`src/rtl/link_cable_peer_pkg.sv`:
```
// Shared types and constants for the serial link cable peer model.
package link_pkg;

  typedef enum logic [1:0] {IDLE, S_XFER, M_LOW, M_HIGH} link_state_t;

  localparam int SERIAL_BITS = 8;
  localparam logic SCK_IDLE = 1'b1;

endpackage

```
`src/rtl/link_cable_peer_sync2.sv`:
```
// Two-flop synchroniser for an asynchronous single-bit input.
module sync2 #(
  parameter logic RESET_VAL = 1'b1
) (
  input  logic clk,
  input  logic reset_n,
  input  logic d,
  output logic q
);

  logic meta;

  always_ff @(posedge clk or negedge reset_n) begin
    if (!reset_n) begin
      meta <= RESET_VAL;
      q    <= RESET_VAL;
    end else begin
      meta <= d;
      q    <= meta;
    end
  end

endmodule

```
`src/rtl/link_cable_peer.sv`:
```
// Far-end device of the DMG link cable: shifts one byte in and one out per transfer,
// either following the DMG clock (slave) or generating SCK itself (master).
module link_cable_peer
  import link_pkg::*;
#(
  parameter int         HALF_PERIOD = 64,
  parameter int         TIMEOUT     = 4096,
  parameter logic [7:0] IDLE_BYTE   = 8'hFF
) (
  input  logic       clk,
  input  logic       reset_n,
  input  logic       master,
  input  logic [7:0] tx_data,
  input  logic       tx_valid,
  output logic       tx_ready,
  output logic [7:0] rx_data,
  output logic       rx_valid,
  output logic       busy,
  input  logic       sck_in,
  output logic       sck_out,
  output logic       sck_oe,
  input  logic       sin_dmg,
  output logic       sout_dmg
);

  localparam int HP_W = $clog2(HALF_PERIOD);
  localparam int TO_W = $clog2(TIMEOUT + 1);
  localparam logic [HP_W-1:0] HP_LAST  = HP_W'(HALF_PERIOD - 1);
  localparam logic [TO_W-1:0] TO_LIMIT = TO_W'(TIMEOUT);
  localparam logic [3:0]      LAST_BIT = 4'(SERIAL_BITS - 1);

  link_state_t state, state_next;

  logic            sck_sync, sin_sync, sck_prev;
  logic            sck_rise, sck_fall;
  logic [7:0]      shift_reg, hold_data, load_byte;
  logic            hold_full, rx_bit;
  logic [3:0]      bit_cnt;
  logic [HP_W-1:0] hp_cnt;
  logic [TO_W-1:0] tmo_cnt;
  logic            do_load, do_rise, do_fall, do_done, do_abort;
  logic            hp_clear, tmo_clear, accept;

  sync2 #(.RESET_VAL(SCK_IDLE)) u_sck_sync (
    .clk(clk), .reset_n(reset_n), .d(sck_in), .q(sck_sync)
  );

  sync2 #(.RESET_VAL(1'b1)) u_sin_sync (
    .clk(clk), .reset_n(reset_n), .d(sin_dmg), .q(sin_sync)
  );

  assign sck_rise  = sck_sync & ~sck_prev;
  assign sck_fall  = ~sck_sync & sck_prev;
  assign accept    = tx_valid & ~hold_full;
  assign load_byte = hold_full ? hold_data : IDLE_BYTE;

  assign tx_ready = ~hold_full;
  assign busy     = (state != IDLE);
  assign sck_oe   = (state == M_LOW) || (state == M_HIGH);
  assign sck_out  = (state == M_LOW) ? ~SCK_IDLE : SCK_IDLE;
  assign sout_dmg = shift_reg[7];

  always_ff @(posedge clk or negedge reset_n) begin
    if (!reset_n) state <= IDLE;
    else          state <= state_next;
  end

  always_comb begin
    state_next = state;
    do_load    = 1'b0;
    do_rise    = 1'b0;
    do_fall    = 1'b0;
    do_done    = 1'b0;
    do_abort   = 1'b0;
    hp_clear   = 1'b1;
    tmo_clear  = 1'b1;
    case (state)
      IDLE: begin
        if (master) begin
          if (hold_full) begin
            state_next = M_LOW;
            do_load    = 1'b1;
          end
        end else if (sck_fall) begin
          state_next = S_XFER;
          do_load    = 1'b1;
        end
      end
      S_XFER: begin
        if (sck_rise) begin
          do_rise = 1'b1;
          if (bit_cnt == LAST_BIT) begin
            do_done    = 1'b1;
            state_next = IDLE;
          end
        end else if (sck_fall) begin
          do_fall = 1'b1;
        end else if (bit_cnt != 4'd0) begin
          // A DMG that stops clocking mid-byte must not wedge the peer forever.
          tmo_clear = 1'b0;
          if (tmo_cnt >= TO_LIMIT) begin
            do_abort   = 1'b1;
            state_next = IDLE;
          end
        end
      end
      M_LOW: begin
        if (hp_cnt == HP_LAST) begin
          do_rise = 1'b1;
          if (bit_cnt == LAST_BIT) begin
            do_done    = 1'b1;
            state_next = IDLE;
          end else begin
            state_next = M_HIGH;
          end
        end else begin
          hp_clear = 1'b0;
        end
      end
      M_HIGH: begin
        if (hp_cnt == HP_LAST) begin
          do_fall    = 1'b1;
          state_next = M_LOW;
        end else begin
          hp_clear = 1'b0;
        end
      end
      default: state_next = IDLE;
    endcase
  end

  // Completion only previews the next byte on sout; the holding register is consumed at transfer start.
  always_ff @(posedge clk or negedge reset_n) begin
    if (!reset_n) begin
      sck_prev  <= SCK_IDLE;
      shift_reg <= IDLE_BYTE;
      hold_data <= 8'h00;
      hold_full <= 1'b0;
      rx_bit    <= 1'b0;
      bit_cnt   <= 4'd0;
      rx_data   <= 8'h00;
      rx_valid  <= 1'b0;
      hp_cnt    <= '0;
      tmo_cnt   <= '0;
    end else begin
      sck_prev <= sck_sync;
      rx_valid <= 1'b0;
      if (do_load) begin
        shift_reg <= load_byte;
        hold_full <= 1'b0;
      end
      if (accept) begin
        hold_data <= tx_data;
        hold_full <= 1'b1;
      end
      if (do_rise) begin
        rx_bit  <= sin_sync;
        bit_cnt <= bit_cnt + 4'd1;
      end
      if (do_fall && (bit_cnt != 4'd0)) shift_reg <= {shift_reg[6:0], rx_bit};
      if (do_done) begin
        rx_data   <= {shift_reg[6:0], sin_sync};
        rx_valid  <= 1'b1;
        bit_cnt   <= 4'd0;
        shift_reg <= load_byte;
      end
      if (do_abort) begin
        bit_cnt   <= 4'd0;
        shift_reg <= IDLE_BYTE;
      end
      if (hp_clear)       hp_cnt <= '0;
      else                hp_cnt <= hp_cnt + 1'b1;
      if (tmo_clear)      tmo_cnt <= '0;
      else if (tmo_cnt != TO_LIMIT) tmo_cnt <= tmo_cnt + 1'b1;
    end
  end

endmodule

```
`config.mk`:
```
export PLATFORM = sky130hd
export DESIGN_NAME = link_cable_peer
export DESIGN_NICKNAME = d
export VERILOG_FILES = /design/src/rtl/link_cable_peer_pkg.sv /design/src/rtl/link_cable_peer_sync2.sv /design/src/rtl/link_cable_peer.sv
export SDC_FILE = /design/constraint.sdc
export NUM_CORES = 1
export LEC_CHECK = 0
export CORE_ASPECT_RATIO = 0.6
export CORE_MARGIN = 4
export CORE_UTILIZATION = 50
export CTS_BUF_LIST = sky130_fd_sc_hd__clkbuf_16
export DETAILED_ROUTE_END_ITERATION = 7
export MAX_ROUTING_LAYER = met4
export PLACE_DENSITY = 0.81
export SETUP_SLACK_MARGIN = 0.15
export SYNTH_ARGS = -nofsm -noshare
export SYNTH_HDL_FRONTEND = slang
export SYNTH_SLANG_ARGS = --single-unit
export TNS_END_PERCENT = 10
```
`constraint.sdc`:
```
create_clock -name clk -period 3.94 [get_ports clk]
set_input_delay 0.788 -clock clk [delete_from_list [all_inputs] [get_ports clk]]
set_output_delay 0.788 -clock clk [all_outputs]
set_load 0.02 [all_outputs]
```
==> flow_summary.yaml <==
clocking:
  ctsResizeCount: 0
  cts_tree: "built"
  ctsLongestPathBuffers: 2
  htree_num_levels: 3
  cts-buffers-inserted: 9
  clock_tree.root_cell: "clkbuf_16"
  worst_setup_hold_path_clk_slew_ns: 0.05
  cts_hold_buf: 0
  cts_num_sinks: 57
  post-cts-setup-buffer-count: 0
  clock_latency_ns: 0.32
setup_path:
  critPathCaptureType: "primary output"
  critical_path.most_common_cell: "inv_1"
  worst_setup_path_start_kind: "flop"
  worstPathCellList: "inv_1 -> ha_1 -> nor2_1 -> inv_1 -> clkdlybuf4s50_1"
  cp_data_required_time_ns: 3.15
  cpLargestDelayFamily: "buffers and inverters"
  cp_class: "reg2out"
  crit_arrival_ns: 1.99
  cp_slowest_stage_delay_ns: 0.55
  crit_path_top_delay_cell: "clkdlybuf4s50_1"
  critical_path.max_fanout: 5
  worst-path-buf-inv: 3
sta:
  slew_violations: 0
  slew_headroom_pct: 47.33
  number_of_hold_violations_in_the_final_report: 0
  max_freq_mhz: 360.2
  setup_repair_after_global_routing_missed_its_margin: "false"
  fin_worst_hold_slack_ns: 0.3544
  final_min_period_over_clock_period_pct: 70.46
  setup_tns_ns: 0
  max_clock_skew_ns: 0.006532
  worst_pin_slew_ns: 0.7900
  final_period_minus_worst_setup_slack_ns: 2.776
  finalSetupViolations: 0
grt:
  grt_use_met1_pct: 24.86
  met2_usage_pct: 24.76
  grt_max_degree: 38
  total_routing_usage_gr_pct: 18.15
  grt_first_pass_wirelength_microns: 9294
  grt_pass1_vias: 1836
  grt.busiest_layer: "met1"
  grt_remaining_overflow: 0
  number_of_antenna_violations_at_the_first_check_in_global_routing: 0
  gr-usage-met3_pct: 5.692
logic_synthesis:
  synthDominantAreaCellType: "dfrtp_1"
  netlist_instances: 244
  async_flop_share_pct: 100.0
  syn-mean-instance-area_sq_um: 11.36
  synth_warnings: 0
  mappedNetlistNets: 267
  synth_enable_flop_cells: 0
  synth.area.top_cells: "dfrtp_1 40%, dfstp_2 12%, mux2_2 4.5%, mux2_4 4.3%, ha_1 4.1%"
  synth.cell_area_sq_um: 2771
  synth-seq-cells: 57
  yosysTopAreaCellShare_pct: 39.73
  yosysSeqAreaShare_pct: 52.05
  dominantRegCellSynth: "dfrtp_1"
  synth.lib_cells_used.distinct: 43
place:
  placed_area_sq_um: 3099
  gpl.final_weighted_congestion: 0.8540
  port_buffers: 27
  place.detailed.instances: 333
  dp_hpwl_microns: 3764
die:
  placementRows: 20
  die_width_microns: 104.1
  fp.dieH_microns: 65.67
  floorplan.core_area_sq_um: 5205
  floorplan.initialDensity_pct: 53.25
  die-area_sq_um: 6837
  floorplan.io_pins: 28
route:
  drt_first_pass_iters: 4
  drt.antenna.violating_nets: 0
  routed-via-count: 1878
  initialDrtViolationCount: 122
  wl_per_cell_microns: 15.65
  viasPerCell: 5.381
  total_wirelength_of_the_detailed_routed_design_microns: 5462
  route.detailed.drc: 0
power_and_ir_drop:
  leakagePower_nw: 1.588
  powerDensity_nw_per_um2: 647.6
  ir_worst_vdd_uv: 473.7
layout:
  num_antenna_cells: 0
  final_layout_size_suffix_gt1_share_pct: 18.37
  most_frequent_cells_in_the_layout: "44 x dfrtp_1, 26 x clkdlybuf4s50_1, 25 x nor2_1, 17 x nand2_1, 16 x inv_1"
  layout_commonest_cell: "dfrtp_1"
  final_instance_area_sq_um: 3357
  layout.core_utilization_pct: 64.50
  final_cells: 349
  synthToLayoutAreaGrowth_pct: 21.13
  top_register: "tmo_cnt"
  largest_reg_flops: 13
  finalNetCount: 301
run_status:
  outcome: "finished clean"
run:
  timing.max_cap.violations: 0
worst_hold_path:
  min-delay-path-class: "reg2reg"
where the power goes:
part / internal [mW] / switching (mW) / total [mW]
clock network: 0.412 / 0.248 / 0.660
registers: 0.747 / 0.112 / 0.859
logic: 0.311 / 0.344 / 0.655
total: 1.47 / 0.704 / 2.17
Yosys cell counts (2+ instances only):
| cell | n |
|---|---|
| mux2_4 | 8 |
| nand2b_1 | 11 |
| nand2_1 | 17 |
| dfrtp_1 | 44 |
| and3_1 | 8 |
| a21oi_1 | 6 |
| o21ai_0 | 4 |
| xnor2_1 | 8 |
| clkbuf_1 | 3 |
| ha_1 | 9 |
| nand4_1 | 2 |
| or3b_1 | 2 |
| dfstp_2 | 13 |
| mux2_2 | 11 |
| nand3_1 | 10 |
| a2bb2oi_1 | 8 |
| nor2_1 | 25 |
| xor2_1 | 10 |
| inv_1 | 13 |
| and4_1 | 2 |
| mux2i_1 | 8 |
path summary, 6_finish.rpt:
path,start,to,slack (ns),depth (start not counted)
worst max-delay path,state[0],sck_oe,1.16,5
worst min-delay path,u_sck_sync.meta,u_sck_sync.q,0.35,0
worst max register to register,bit_cnt[0],state[1],1.82,7
worst min register to register,u_sck_sync.meta,u_sck_sync.q,0.35,0
max in group asynchronous,reset_n,u_sin_sync.meta,2.57,2
min in group asynchronous,reset_n,hp_cnt[5],0.55,1
per-stage QoR:
step | power, mW | setup slack (ns)
global placement | 1.489 | 1.555
CTS | 2.187 | 1.177
detailed placement | 1.511 | 1.540
floorplan | 1.306 | 2.042
global route | 2.308 | 1.047
finish | 2.174 | 1.164
cell families after synthesis:
| group | synth area share (%) |
|---|---|
| compound gates | 7.134 |
| xor+xnor | 5.688 |
| flops | 52.05 |
| buf+inv | 2.889 |
| fa+ha+maj | 4.063 |
| mux | 11.69 |
| simple gates | 16.48 |
worst register-to-register path, cell delays in order, from the launching register on:
cell and delay (ns):
dfrtp_1 0.38, inv_1 0.10, ha_1 0.14, or3b_1 0.49
a31oi_1 0.21, o21ai_0 0.12, o211ai_1 0.17, mux2_2 0.38
layout make-up:
type	instances	area (sq um)
Clock inverter	7	32.53
Fill cell	405	1848
Inverter	14	52.55
Multi-Input combinational cell	168	1249
Clock buffer	9	225.2
Sequential cell	57	1443
Timing Repair Buffer	28	272.8
Tap cell	66	82.58
layer usage:
metal / wire, microns / vias up
met2: 2358 / 51
met4: 120 / 0
met1: 2715 / 911
met5: 0 / -
li1: - / 904
met3: 267 / 12
(Power assumes the default switching activity.)
